**src/rtl/storage_exc_ctrl.sv**
```systemverilog
// Exception-entry sequencer for DSI/ISI storage exceptions and rfi.
// Flushes the pipeline, saves context, loads the exception MSR, redirects fetch, then acks the detector.
module storage_exc_ctrl #(
   parameter logic [31:0] VEC_DSI      = 32'h0000_0300,
   parameter logic [31:0] VEC_ISI      = 32'h0000_0400,
   parameter logic [31:0] VEC_HI       = 32'hFFF0_0000,
   parameter logic [31:0] MSR_CLR_MASK = 32'h0000_E77B
) (
   input  logic        clk,
   input  logic        rst,
   input  logic        dsi,
   input  logic        isi,
   input  logic        dsi_is_store,
   input  logic [31:0] dsi_ea,
   input  logic [31:0] pc_mem,
   input  logic [31:0] pc_fetch,
   input  logic [31:0] msr_in,
   input  logic [31:0] srr0_in,
   input  logic [31:0] srr1_in,
   input  logic        rfi_req,
   input  logic        drain_done,
   output logic        ack_dsi,
   output logic        ack_isi,
   output logic        rfi_ack,
   output logic        flush,
   output logic        srr0_we,
   output logic [31:0] srr0_wd,
   output logic        srr1_we,
   output logic [31:0] srr1_wd,
   output logic        dar_we,
   output logic [31:0] dar_wd,
   output logic        dsisr_we,
   output logic [31:0] dsisr_wd,
   output logic        msr_we,
   output logic [31:0] msr_wd,
   output logic        redirect,
   output logic [31:0] redirect_pc,
   output logic        busy
);

   typedef enum logic [2:0] {
      S_IDLE,
      S_FLUSH,
      S_SAVE,
      S_VECTOR,
      S_ACK,
      S_RFI
   } state_t;

   state_t      state, state_nxt;
   logic        cause_dsi;
   logic        cap_store;
   logic [31:0] cap_msr;
   logic [31:0] cap_pc;
   logic [31:0] cap_ea;

   always_ff @(posedge clk) begin
      if (rst) begin
         state     <= S_IDLE;
         cause_dsi <= 1'b0;
         cap_store <= 1'b0;
         cap_msr   <= '0;
         cap_pc    <= '0;
         cap_ea    <= '0;
      end else begin
         state <= state_nxt;
         if (state == S_IDLE && (dsi || isi)) begin
            cause_dsi <= dsi;
            cap_store <= dsi_is_store;
            cap_msr   <= msr_in;
            cap_pc    <= dsi ? pc_mem : pc_fetch;
            cap_ea    <= dsi_ea;
         end
      end
   end

   always_comb begin
      state_nxt   = state;
      ack_dsi     = 1'b0;
      ack_isi     = 1'b0;
      rfi_ack     = 1'b0;
      flush       = 1'b0;
      srr0_we     = 1'b0;
      srr0_wd     = '0;
      srr1_we     = 1'b0;
      srr1_wd     = '0;
      dar_we      = 1'b0;
      dar_wd      = '0;
      dsisr_we    = 1'b0;
      dsisr_wd    = '0;
      msr_we      = 1'b0;
      msr_wd      = '0;
      redirect    = 1'b0;
      redirect_pc = '0;
      busy        = (state != S_IDLE);

      case (state)
         S_IDLE: begin
            if (dsi || isi)
               state_nxt = S_FLUSH;
            else if (rfi_req)
               state_nxt = S_RFI;
         end
         S_FLUSH: begin
            flush = 1'b1;
            if (drain_done)
               state_nxt = S_SAVE;
         end
         S_SAVE: begin
            srr0_we = 1'b1;
            srr0_wd = cap_pc;
            srr1_we = 1'b1;
            srr1_wd = cap_msr;
            if (cause_dsi) begin
               dar_we   = 1'b1;
               dar_wd   = cap_ea;
               dsisr_we = 1'b1;
               dsisr_wd = 32'h0800_0000 | (cap_store ? 32'h0200_0000 : 32'h0000_0000);
            end
            state_nxt = S_VECTOR;
         end
         S_VECTOR: begin
            msr_we      = 1'b1;
            msr_wd      = cap_msr & ~MSR_CLR_MASK;
            redirect    = 1'b1;
            // MSR[IP] is bit 25 in big-endian numbering, i.e. bit 6 here
            redirect_pc = (cap_msr[6] ? VEC_HI : 32'h0000_0000) | (cause_dsi ? VEC_DSI : VEC_ISI);
            state_nxt   = S_VECTOR == state ? S_ACK : S_IDLE;
         end
         S_ACK: begin
            ack_dsi = cause_dsi;
            // a fetch fault behind a DSI is younger and already flushed, so drop it
            ack_isi = !cause_dsi || isi;
            state_nxt = S_IDLE;
         end
         S_RFI: begin
            msr_we      = 1'b1;
            msr_wd      = srr1_in;
            redirect    = 1'b1;
            redirect_pc = srr0_in;
            rfi_ack     = 1'b1;
            state_nxt   = S_IDLE;
         end
         default: state_nxt = S_IDLE;
      endcase
   end

endmodule

```
**config.mk**
```make
export PLATFORM = sky130hd
export DESIGN_NAME = storage_exc_ctrl
export DESIGN_NICKNAME = d
export VERILOG_FILES = /design/src/rtl/storage_exc_ctrl.sv
export SDC_FILE = /design/constraint.sdc
export NUM_CORES = 1
export LEC_CHECK = 0
export CELL_PAD_IN_SITES_DETAIL_PLACEMENT = 1
export CELL_PAD_IN_SITES_GLOBAL_PLACEMENT = 2
export CORE_MARGIN = 5
export CORE_UTILIZATION = 19
export CTS_BUF_LIST = sky130_fd_sc_hd__clkbuf_16
export DETAILED_ROUTE_END_ITERATION = 16
export PLACE_DENSITY_LB_ADDON = 0.15
export SLEW_MARGIN = 20
export SYNTH_ARGS = -nofsm -noshare
export SYNTH_HDL_FRONTEND = slang
export SYNTH_SLANG_ARGS = --single-unit
```
**constraint.sdc**
```tcl
create_clock -name clk -period 2.4 [get_ports clk]
set_clock_uncertainty 0.1 [all_clocks]
set_input_delay 0.24 -clock clk [delete_from_list [all_inputs] [get_ports clk]]
set_output_delay 0.24 -clock clk [all_outputs]
set_load 0.005 [all_outputs]
```
==> results by group, run 1 <==
Routing
  – Post-route ant nets: 0
  – Routed via count: 6364
  – Drt pass-1 iters: 4
  – Drt via density: 4.47
  – Final WL: 30100 um
  – Routed length per placed instance: 21.2 um
  – Drc violations: 0
  – Initial DRC count: 206

Clock network
  – H-tree depth: 3
  – Clock tree buffer depth: 2
  – Worst-path clk slew: 0.08 ns
  – Clk root buf: clkbuf_16
  – Num Clock Sinks: 101
  – CTS tree: built
  – Hold_buf cts: 0
  – Inserted Clock Buffers: 9
  – Clk_lat worst skew: 0.35 ns

GRT
  – Initial antenna violation count: 2
  – Vias in the first global route: 6626
  – Largest net degree at the start of global routing: 99
  – GR Overflow Total: 0
  – First-pass GRT wire length: 43400 um
  – GRT Util Overall: 17.0%

STA
  – Slew Limit Headroom: 64.6%
  – Setup WS post-layout: 0.0735 ns
  – Final setup fails: 0
  – Min Tclk post-route: 2.33 ns
  – Hold Vio Cnt, Final: 0
  – Tcrit/Tclk final: 96.9%
  – RSZ-0062 raised after global routing: yes
  – Final worst hold slack: 0.108 ns
  – Slew Viols, Final: 0
  – Worst slew pin tran: 0.531 ns
  – Fmax: 430 MHz

Synthesis
  – Post-Syn Area: 5590 um^2
  – Synth async-reset ratio: 0%
  – EDFF count, synth: 0
  – Top FF cell, synth: dfxtp_1
  – Avg Cell Area, Syn: 8.04 um^2
  – Post-synthesis cell count: 696
  – Synth Register Bits: 101
  – Synth Warn #: 0
  – Number of library cell types mapped by synthesis: 35
  – Sequential share of the synthesized area: 36.1%

Power
  – Leak: 5.09 nW
  – Comb pwr share: 26.2%
  – Pwr per Cell Area: 462 nW/um^2
  – Switch Pwr: 1.44 mW
  – Internal Power: 3.33 mW
  – Clock power frac: 32.8%
  – Seq pwr share: 41.0%
  – Sw Share: 30.2%
  – Maximum VDD drop: 0.000223 V

Place
  – HPWL after DPL: 21200 um
  – PortBufs: 371
  – Post-Place Cells: 1394
  – RePlAce Congestion: 0.897
  – Pre-CTS setup slack: -0.209 ns

Die
  – Die ar.: 33000 um^2
  – Core Rows: 62
  – Num ports: 402
  – Die height: 182 um
  – Initial Utilization: 19.4%
  – Die width: 182 um
  – Core area: 28900 um^2

Job
  – MaxCap Viol Count: 0

Outcome
  – Status: completed

Final layout
  – P&R area growth vs syn: 84.7%
  – Commonest cells after routing, fill and taps aside: 268 x clkdlybuf4s50_1, 127 x and2_1, 98 x a21oi_1
  – Nets: 1233
  – Final non-filler cell total: 1424
  – Final Util: 35.8%
  – Most common cell after layout, fill and taps aside: clkdlybuf4s50_1
  – Share of post-route cells with drive strength above 1: 7.03%

Setup path
  – Critical path data required time: 2.06 ns
  – CP startpoint kind: flop
  – Worst-path fanout max: 16
  – CP Class: flop to output port
  – Crit path DAT: 1.99 ns
  – Endpoint type of the worst setup path: output port

Min path
  – Hold Crit Class: primary input to flop
synthesized netlist by cell type (all sizes together), types with 2 or more instances:
library cell,number,share of area [%]
a22o,23,3.6
o21ai,66,5.9
nor3,2,0.38
nor2,5,0.51
a21o,12,1.6
dfxtp,101,36
a21oi,98,8.8
nor4,2,0.22
a31oi,2,0.22
inv,4,0.27
nor3b,2,0.45
nand3,65,5.8
or2,2,0.22
buf,61,6.9
and2,128,14
mux2i,32,5.7
clkbuf,50,3.4
a211oi,32,4.3
nor4b,2,0.42
metal layers:
layer	global-route usage [%]	up-vias	share of wire (%)	wire [um]
met5	0	-	0.043	13
met4	5.01	2	2.3	693
met3	5.50	30	7.9	2380
met2	30.7	259	50	15000
met1	19.0	3016	40	12000
li1	-	3057	-	-
path summary, 6_finish.rpt:
| path | start | endpoint | slack, ns | depth (start not counted) |
|---|---|---|---|---|
| worst min register to register | cap_ea[13]$_SDFFE_PP0P_ | cap_ea[13]$_SDFFE_PP0P_ | 0.37 | 2 |
| worst max register to register | state[0]$_SDFFE_PP0P_ | cap_pc[21]$_SDFFE_PP0P_ | 0.50 | 5 |
| worst max-delay path | state[2]$_SDFFE_PP0P_ | msr_wd[5] | 0.07 | 6 |
| worst min-delay path | dsi | cause_dsi$_SDFFE_PP0P_ | 0.11 | 3 |
logic make-up (layout without fill, tap and decap cells):
family / Yosys count / in the layout / synth area share, %
AOI/OAI and AO/OA: 236 / 236 / 24.8
other: 1 / 31 / 0.0670
and+or+nand+nor: 211 / 211 / 22.7
DFF: 101 / 101 / 36.1
muxes: 32 / 32 / 5.73
buffers and inverters: 115 / 429 / 10.6
power groups by stage:
stage                     Clock (mW)  Sequential (mW)  Combinational (mW)
after detailed placement           0             2.00                1.24
final                           1.57             1.96                1.25
after floorplan                    0             1.95               0.609
after global placement             0             1.99                1.23
after CTS                       1.65             1.96                1.27
after global routing            1.71             1.98                1.37
state kept, by name, summed over array words and instances, names as in the netlist:
register / count
cap_ea: 32
state: 3
cap_msr: 32
cap_store: 1
cap_pc: 32
cause_dsi: 1
what timing repair did:
item | CTS | global route
gates cloned | 6 | 2
pin swaps | 2 | 1
resized for setup | 71 | 58
setup endpoints to repair | 164 | 78
buffers inserted | 5 | 0
critical path: stages, from the launching register on:
cell	delay (ns)
dfxtp_4	0.41
inv_4	0.06
nor3b_4	0.21
buf_6	0.19
buf_16	0.15
and2_1	0.12
clkdlybuf4s50_1	0.49
metrics by stage:
stage	setup TNS (ns)	power, mW	instance area [um^2]
after CTS	0	4.88	10100
after global routing	-0.0171	5.06	10300
after detailed placement	-0.209	3.23	9640
after floorplan	0	2.56	5700
final	0	4.77	10300
after global placement	-0.168	3.22	9640
cell type report:
type | count | area [um^2]
Antenna cell | 1 | 2.50
Clock buffer | 9 | 225
Clock inverter | 7 | 81.3
Fill cell | 3381 | 18500
Inverter | 4 | 22.5
Multi-Input combinational cell | 509 | 3130
Sequential cell | 101 | 2030
Tap cell | 384 | 480
Timing Repair Buffer | 409 | 4360
Note: power is estimated with default switching activity, not from simulation.
==> inputs of run 2 (changes only) <==
==> constraint.sdc (replaced) <==
create_clock -name clk -period 2.7 [get_ports clk]
set_clock_uncertainty 0.1 [all_clocks]
set_input_delay 0.54 -clock clk [delete_from_list [all_inputs] [get_ports clk]]
set_output_delay 0.54 -clock clk [all_outputs]
set_load 0.005 [all_outputs]
==> run 2 against run 1 <==
Total power shrank 9.5%. Worst setup slack worse by 0.0033 ns. Sequential power is 12% lower. Sequential share of layout area decreased by 0.30 points. Routed wire length about the same. Count of clock-buffer cells in the layout is the same. Clock power shrank 6%. First-iteration DRC count is 18% lower. Register-to-register slack improved by 0.12 ns. Global-route usage is 0.37 points lower. Via count up 0.85%. Combinational power fell by 11%. Largest cell class unchanged.
==> results by group, run 2 (same netlist as run 1, synthesis figures left out) <==
Routing
  – Drc violations: 0 (unchanged)
  – Routed length per placed instance: 20.9 um (-1.3%)
  – Routed via count: 6418 (+0.85%)
  – Drt via density: 4.45 (-0.48%)
  – Initial DRC count: 168 (-18%)
  – Final WL: 30100 um (about the same)
  – Drt pass-1 iters: 4 (unchanged)
  – Post-route ant nets: 0 (unchanged)

Place
  – Placed cell areas: 9650 um^2 (about the same)
  – PortBufs: 371 (unchanged)
  – Post-Place Cells: 1396 (+0.14%)
  – HPWL after DPL: 20900 um (-1.3%)
  – RePlAce Congestion: 0.875 (-2.4%)

STA
  – Fmax: 380 MHz
  – Slew Limit Headroom: 43.4% (-21 points)
  – Tcrit/Tclk final: 97.4%
  – Min Tclk post-route: 2.63 ns
  – Slew Viols, Final: 0 (unchanged)
  – RSZ-0062 raised after global routing: yes
  – Worst slew pin tran: 0.846 ns (+0.315 ns)
  – Hold Vio Cnt, Final: 0 (unchanged)
  – Final setup fails: 0 (unchanged)

Clock network
  – H-tree depth: 3 (unchanged)
  – Num Clock Sinks: 101 (unchanged)
  – Clk root buf: clkbuf_16
  – Hold_buf cts: 0 (unchanged)
  – Worst-path clk slew: 0.07 ns (about the same)
  – CTS tree: built
  – Clk_lat worst skew: 0.35 ns (about the same)
  – Inserted Clock Buffers: 9 (unchanged)
  – Clock tree buffer depth: 2 (unchanged)

GRT
  – Met2 GRT Util: 29.4% (-1.3 points)
  – GRT busiest layer: met2
  – Vias in the first global route: 6542 (-1.3%)
  – Initial antenna violation count: 2 (unchanged)
  – GR Overflow Total: 0 (unchanged)
  – GR Layer Usage met1: 19.0% (about the same)
  – Largest net degree at the start of global routing: 99 (unchanged)
  – GRT Util Overall: 16.6% (-0.37 points)
  – First-pass GRT wire length: 42600 um (-2.0%)
  – Grt met3 use: 5.54% (+0.040 points)

Die
  – Core area: 28900 um^2 (unchanged)
  – Die ar.: 33000 um^2 (unchanged)
  – Num ports: 402 (unchanged)
  – Die height: 182 um (unchanged)
  – Die width: 182 um (unchanged)
  – Core Rows: 62 (unchanged)
  – Initial Utilization: 19.4% (unchanged)

Setup path
  – Crit path DAT: 1.99 ns (about the same)
  – CP Launch Point: state[0]$_SDFFE_PP0P_
  – Reg-to-Reg Start: state[0]$_SDFFE_PP0P_
  – CP startpoint kind: flop
  – CP Class: flop to output port
  – Endpoint type of the worst setup path: output port
  – Worst-path fanout max: 16 (unchanged)
  – Worst R2R Path Depth: 6 (+1)
  – Critical path data required time: 2.06 ns (about the same)

Outcome
  – Status: completed

Final layout
  – Share of post-route cells with drive strength above 1: 8.88% (+1.9 points)
  – Commonest cells after routing, fill and taps aside: 214 x clkdlybuf4s50_1, 127 x and2_1, 98 x a21oi_1, 98 x dfxtp_1, 98 x dlygate4sd2_1
  – # fillers: 3374 (-0.21%)
  – Biggest regs: cap_ea x32, cap_msr x32, cap_pc x32
  – Nets: 1252 (+1.5%)
  – Final non-filler cell total: 1443 (+1.3%)
  – Most common cell after layout, fill and taps aside: clkdlybuf4s50_1
  – Final Instance Area: 10500 um^2 (+1.2%)
  – P&R area growth vs syn: 86.9%

Power
  – Pwr per Cell Area: 413 nW/um^2 (-11%)
  – Final Power: 4.32 mW (-9.5%)
  – Leak: 5.49 nW (+8.0%)
  – Maximum VDD drop: 0.000217 V (-2.5%)

Job
  – MaxCap Viol Count: 0 (unchanged)

Min path
  – Hold Path Stages: 1 (-2)
  – Hold Crit Class: flop to flop
  – Hold Path Origin: state[2]$_SDFFE_PP0P_
-- run 2: report_power, final --
| group | switching [mW] | internal (mW) |
|---|---|---|
| Combinational | 0.543 | 0.571 |
| Clock | 0.653 | 0.822 |
| Sequential | 0.0799 | 1.65 |
| Total | 1.28 | 3.04 |
-- run 2: cell type report --
class	instances	area (um^2)	share of cell area (%)
Timing Repair Buffer	428	4460	42.7
Multi-Input combinational cell	509	3140	30.1
Sequential cell	101	2030	19.4
Tap cell	384	480	4.60
Clock buffer	9	225	2.15
Clock inverter	7	97.6	0.933
Inverter	4	15.0	0.144
Antenna cell	1	2.50	0.0239
-- run 2: through the flow --
stage / hold slack (ns) / setup TNS (ns) / utilization, % / setup slack (ns)
6_report: 0.356 / 0 / 36.2 / 0.0703
5_1_grt: 0.370 / -0.0377 / 36.2 / -0.0151
4_1_cts: 0.374 / -0.354 / 34.9 / -0.0626
3_5_place_dp: 0.365 / -0.203 / 33.4 / -0.203
3_3_place_gp: 0.356 / -0.174 / 33.4 / -0.174
2_1_floorplan: 0.349 / 0 / - / 0.690
-- run 2: layer usage --
| layer | wire length, um | share of wire (%) |
|---|---|---|
| met1 | 12100 | 40 |
| met5 | 13 | 0.043 |
| met3 | 2330 | 7.7 |
| met4 | 669 | 2.2 |
| met2 | 15000 | 50 |
-- run 2: path summary, 6_finish.rpt --
kind / slack, ns / end
worst max-delay path: 0.07 / redirect_pc[19]
worst min-delay path: 0.36 / state[2]$_SDFFE_PP0P_
worst max register to register: 0.62 / cap_pc[12]$_SDFFE_PP0P_
worst min register to register: 0.36 / state[2]$_SDFFE_PP0P_
-- run 2: what timing repair did --
item                       CTS  global route
setup endpoints to repair  165            64
gates resized for setup    126            63
gates cloned                 4             6
setup buffers                7            13
pin swaps                    1             3
-- run 2: worst max-delay path, cell delays in order, from the launching register on --
cell and delay, ns:
dfxtp_2 0.34, buf_6 0.13, nor3b_4 0.18, buf_6 0.20
buf_16 0.16, and2_1 0.13, clkdlybuf4s50_1 0.49
